==> config.mk <==
export PLATFORM = sky130hd
export DESIGN_NAME = seven_seg_capture
export DESIGN_NICKNAME = d
export VERILOG_FILES = /design/src/rtl/seven_seg_capture.sv
export SDC_FILE = /design/constraint.sdc
export NUM_CORES = 1
export LEC_CHECK = 0
export ABC_CLOCK_PERIOD_IN_PS = 2400
export CORE_MARGIN = 8
export CORE_UTILIZATION = 35
export CTS_CLUSTER_DIAMETER = 30
export CTS_CLUSTER_SIZE = 12
export DETAILED_ROUTE_END_ITERATION = 8
export GPL_TIMING_DRIVEN = 0
export PLACE_DENSITY_LB_ADDON = 0.08
export SETUP_SLACK_MARGIN = 0.3
export SYNTH_ARGS = -nofsm -noshare
export SYNTH_HDL_FRONTEND = slang
export SYNTH_SLANG_ARGS = --single-unit
==> constraint.sdc <==
create_clock -name CLK -period 2.4 [get_ports CLK]
set_input_delay 0.24 -clock CLK [delete_from_list [all_inputs] [get_ports CLK]]
set_output_delay 0.24 -clock CLK [all_outputs]
set_load 0.02 [all_outputs]
==> src/rtl/seven_seg_capture.sv <==
// Captures the digits of a multiplexed, active-low seven-segment display and delivers whole 4-digit BCD frames.
// Optional macro SEG_CAPTURE_BLANK_EN: the all-off pattern decodes to 4'hA (blank) instead of an error.
module seven_seg_capture #(
   parameter int unsigned STABLE_CYCLES = 4
) (
   input  logic        CLK,
   input  logic        RST,
   input  logic [6:0]  SevenOut,
   input  logic [3:0]  Digit,
   output logic [15:0] bcd_value,
   output logic        frame_valid,
   output logic        seg_err
);

   typedef enum logic [1:0] {S_WAIT, S_SETTLE, S_HELD} state_t;

   localparam logic [7:0] STABLE_C = 8'(STABLE_CYCLES);

   state_t          state_q, state_d;
   logic [7:0]      cnt_q, cnt_d;
   logic [6:0]      seg_q;
   logic [3:0]      dig_q;
   logic [10:0]     prev_q;
   logic [3:0]      mask_q, mask_d;
   logic [3:0]      err_q, err_d;
   logic [3:0][3:0] slot_q, slot_d;
   logic [15:0]     bcd_q, bcd_d;
   logic            fv_q, fv_d;
   logic            serr_q, serr_d;

   logic [10:0]     sample;
   logic            changed, legal, stable_hit, capture;
   logic [1:0]      slot_idx;
   logic [4:0]      dec;

   function automatic logic [4:0] decode(input logic [6:0] pat);
      case (pat)
         7'b1000000: return 5'h00;
         7'b1111001: return 5'h01;
         7'b0100100: return 5'h02;
         7'b0110000: return 5'h03;
         7'b0011001: return 5'h04;
         7'b0010010: return 5'h05;
         7'b0000010: return 5'h06;
         7'b1111000: return 5'h07;
         7'b0000000: return 5'h08;
         7'b0010000: return 5'h09;
`ifdef SEG_CAPTURE_BLANK_EN
         7'b1111111: return 5'h0A;
`endif
         default:    return 5'h1F;  // error flag + 4'hF
      endcase
   endfunction

   assign sample     = {dig_q, seg_q};
   assign changed    = (sample != prev_q);
   assign legal      = (dig_q == 4'b1110) || (dig_q == 4'b1101) ||
                       (dig_q == 4'b1011) || (dig_q == 4'b0111);
   assign stable_hit = (state_q == S_SETTLE) && !changed && ((cnt_q + 8'd1) == STABLE_C);
   assign dec        = decode(seg_q);

   always_comb begin
      case (dig_q)
         4'b1101: slot_idx = 2'd1;
         4'b1011: slot_idx = 2'd2;
         4'b0111: slot_idx = 2'd3;
         default: slot_idx = 2'd0;
      endcase
   end

   // State register plus the datapath flops it controls.
   always_ff @(posedge CLK) begin
      // NOTE: non-blocking assignments keep every flop sampling pre-edge values.
      if (RST) begin
         state_q <= S_WAIT;
         cnt_q   <= 8'd0;
         seg_q   <= 7'h7F;
         dig_q   <= 4'hF;
         prev_q  <= {4'hF, 7'h7F};
         mask_q  <= 4'h0;
         err_q   <= 4'h0;
         // NOTE: slot storage is only four nibbles of flops, so it is reset like any other state.
         slot_q  <= '0;
         bcd_q   <= 16'h0000;
         fv_q    <= 1'b0;
         serr_q  <= 1'b0;
      end else begin
         state_q <= state_d;
         cnt_q   <= cnt_d;
         seg_q   <= SevenOut;
         dig_q   <= Digit;
         prev_q  <= sample;
         mask_q  <= mask_d;
         err_q   <= err_d;
         slot_q  <= slot_d;
         bcd_q   <= bcd_d;
         fv_q    <= fv_d;
         serr_q  <= serr_d;
      end
   end

   // Next-state logic for the debounce FSM.
   always_comb begin
      // NOTE: defaults first so every path assigns every output and no latch is inferred.
      state_d = state_q;
      cnt_d   = cnt_q;
      case (state_q)
         S_WAIT: begin
            if (legal) begin
               state_d = S_SETTLE;
               cnt_d   = 8'd1;
            end else begin
               cnt_d   = 8'd0;
            end
         end
         S_SETTLE, S_HELD: begin
            if (changed) begin
               state_d = legal ? S_SETTLE : S_WAIT;
               cnt_d   = legal ? 8'd1 : 8'd0;
            end else if (state_q == S_SETTLE) begin
               cnt_d   = cnt_q + 8'd1;
               if (stable_hit) state_d = S_HELD;
            end
         end
         default: begin
            state_d = S_WAIT;
            cnt_d   = 8'd0;
         end
      endcase
   end

   // Output logic: slot capture and frame hand-off.
   always_comb begin
      capture = stable_hit;
      mask_d  = mask_q;
      err_d   = err_q;
      slot_d  = slot_q;
      bcd_d   = bcd_q;
      serr_d  = serr_q;
      fv_d    = 1'b0;
      if (mask_q == 4'hF) begin
         bcd_d  = slot_q;
         serr_d = |err_q;
         fv_d   = 1'b1;
         mask_d = 4'h0;
         err_d  = 4'h0;
      end
      // Applied after the clear so a coincident capture belongs to the next frame.
      if (capture) begin
         slot_d[slot_idx] = dec[3:0];
         err_d[slot_idx]  = dec[4];
         mask_d[slot_idx] = 1'b1;
      end
   end

   assign bcd_value   = bcd_q;
   assign frame_valid = fv_q;
   assign seg_err     = serr_q;

endmodule

==> impl_metrics.ini, run 1 <==
[outcome]
outcome = finished clean

[detailed_routing]
wl_per_cell_um = 13.4
vias = 2643
drt-total-wl_mm = 7.24
drt_iter0_drc = 129
viasPerCell = 4.89
firstDrtPassIters = 4
drc_errors = 0
drtAntennaViolNets = 0

[final_layout]
final_cells = 540
synthToLayoutAreaGrowth_pct = 28.9
regArea_mm2 = 0.00149
nFillCells = 920
antenna_cells = 0
fin_nets = 442
multiInputGateArea_mm2 = 0.00169
layout_common_cells = 68 x dfxtp_1, 49 x nand2_1, 39 x nor2_1, 33 x a21oi_1, 30 x clkdlybuf4s50_1
post-route-util_pct = 45.9
drive_above_1_share_pct = 21.7
final_common_cell = dfxtp_1

[setup_path]
required_ns = 2.63
start_kind = flop
cp.arrival_ns = 2.32
endpoint_kind = flop
critPathMaxFanout = 9
worstSetupPathType = flop to flop

[power_and_ir_drop]
power.density_mw_per_mm2 = 608
power_frac_comb_pct = 9.7
ir_drop_mv = 0.264
power.internal_mw = 1.87
clockPowerShare_pct = 40.4
leakagePower_nw = 1.46
switchingPower_mw = 0.675
seqPwrFrac_pct = 50.0
fin_total_pwr_mw = 2.54
swShare_pct = 26.5

[floorplanning]
die_h_um = 112
initial_core_util_pct = 35.6
fp.dieW_um = 112
pin_count = 31
core-area_mm2 = 0.00911
rows = 35
dieArea_mm2 = 0.0126

[synth]
netlist-cell-type-count = 44
synth-seq-cells = 74
synthFlopType = dfxtp_1
syn_inst = 366
async_reset_ff_share_pct = 0
syn_area_per_cell_um2 = 8.87
postSynthNetCount = 384
ys_warn_count = 0
syn_area_mm2 = 0.00325
synth_edf_count = 0
ys_seq_area_share_pct = 45.6

[clock_tree]
clk_latency_ns = 0.35
cts_buffers = 9
cts_tree = built
cts.sinks = 74
cts_hold_buf = 0
clockBufferDepth = 2
clk_pin_slew_ns = 0.09
cts_root_buffer = clkbuf_8
htree_levels = 3

[placement]
place_inst = 507
io_buffers = 30
dp_hpwl_mm = 4.97
gp_congestion = 0.753

[global_routing]
grt_pass1_vias = 2411
antenna_found_initial = 0
grt_pass1_wl_mm = 11.9
grt_max_degree = 16
grt_usage_pct = 11.7
overflow = 0

[run]
cap_violations = 0

[sta]
fin_hold_ws_ns = 0.440
relSlewSlack_pct = 62.7
hold_viol = 0
finalSetupViolCount = 0
period_needed_ns = 2.08
finClkSkew_ns = 0.0149
worst_pin_slew_ns = 0.556
fmax_mhz = 480
rsz0062_at_grt = true
min_period_over_period_pct = 86.9
setup_tns_ns = 0
finalMaxSlewViolations = 0

[min_path]
hold_path_class = input pin to flop
## cells in the mapped netlist, types with 2 or more instances
cell type,number,area [um^2]
nor3_1,4,20.0
buf_2,4,20.0
or2_2,21,131
ha_1,5,62.6
o31ai_1,2,15.0
nor4_1,3,18.8
or3_1,2,12.5
a21oi_1,34,170
nor3b_1,4,30.0
o21ai_0,7,35.0
mux2i_1,13,130
a22oi_1,4,30.0
nand2_1,49,184
xnor2_1,12,105
nand3b_1,4,30.0
nor2b_1,4,25.0
nand4b_1,4,35.0
o211ai_1,2,15.0
and3_1,2,12.5
nor4_4,3,63.8
and4_1,4,35.0
dfxtp_1,74,1480
o41ai_1,2,17.5
and2_1,2,12.5
inv_1,6,22.5
nor2_1,39,146
a211oi_1,7,52.6
clkbuf_1,13,48.8
nand4_1,4,25.0
buf_6,7,78.8
nand3_1,12,60.1
## area by class of cell
cell class | count | area share, %
Inverter | 6 | 0.538
Tap cell | 111 | 3.32
Multi-Input combinational cell | 262 | 40.4
Timing Repair Buffer | 47 | 11.0
Buffer | 24 | 4.04
Clock inverter | 7 | 2.00
Sequential cell | 74 | 35.7
Clock buffer | 9 | 2.96
## power groups by stage
stage               Clock (mW)  Sequential [mW]  Combinational, mW
global route              1.13             1.27              0.272
finish                    1.03             1.27              0.246
floorplan                    0             1.29              0.164
global placement             0             1.30              0.222
CTS                       1.06             1.27              0.237
detailed placement           0             1.30              0.223
## registers in the layout (all words and copies together), names as in the netlist
| signal | cells |
|---|---|
| slot_q | 16 |
| prev_q | 11 |
| dig_q | 4 |
| state_q | 2 |
| seg_q | 7 |
| bcd_value | 16 |
| err_q | 4 |
| frame_valid | 1 |
| mask_q | 4 |
| cnt_q | 8 |
| seg_err | 1 |
## metal layers
layer	part of all wire, %	vias up	GRT usage (%)
met5	0	-	0
met4	1.1	0	3.51
met3	3.9	5	4.51
met2	45	35	17.3
met1	50	1224	15.5
li1	-	1379	-
## cell families (layout without fill, tap and decap cells)
logic type | count (synthesis) | count (layout) | synth area share, %
AO/OA/AOI/OAI | 66 | 66 | 12.5
XOR/XNOR | 13 | 13 | 3.74
adder cells (fa/ha/maj) | 5 | 5 | 1.93
buffers and inverters | 30 | 93 | 5.24
flip-flops | 74 | 74 | 45.6
multiplexers | 13 | 13 | 4.01
AND/OR/NAND/NOR | 165 | 165 | 26.9
## worst max-delay path: stages, from the launching register on
cell,delay [ns]
dfxtp_1,0.32
buf_6,0.13
xnor2_1,0.19
nand3_1,0.12
or3_1,0.39
buf_6,0.15
buf_4,0.13
nor4_4,0.13
buf_6,0.17
mux2i_1,0.19
nor2_1,0.05
## final timing paths
kind | to | slack (ns) | depth (start not counted) | from
setup / recovery | slot_q[10] | 0.32 | 10 | seg_q[4]
setup reg to reg | slot_q[10] | 0.32 | 10 | seg_q[4]
hold / removal | seg_q[1] | 0.44 | 2 | SevenOut[1]
hold reg to reg | bcd_value[0] | 0.46 | 2 | slot_q[0]
## through the flow
stage | setup slack, ns | instance area, um^2
2_1_floorplan | 0.324 | 3250
3_3_place_gp | -0.0465 | 3690
3_5_place_dp | -0.100 | 3690
4_1_cts | 0.300 | 4070
5_1_grt | 0.186 | 4190
6_report | 0.315 | 4190
## repair_timing
item                                   in CTS  in global routing
gates cloned                                0                  0
endpoints found under the hold margin       0                  0
setup buffers                              11                  6
setup endpoints to repair                  25                 24
pin swaps                                   7                 11
gates resized for setup                    15                 25
Power figures use the tool's default switching activity.
==> run 2: changes to the inputs <==
CTS_CLUSTER_SIZE = 28   (was 12)
==> results of run 2 <==
Same layout as run 1: the final DEF is identical, and so are final timing and power.
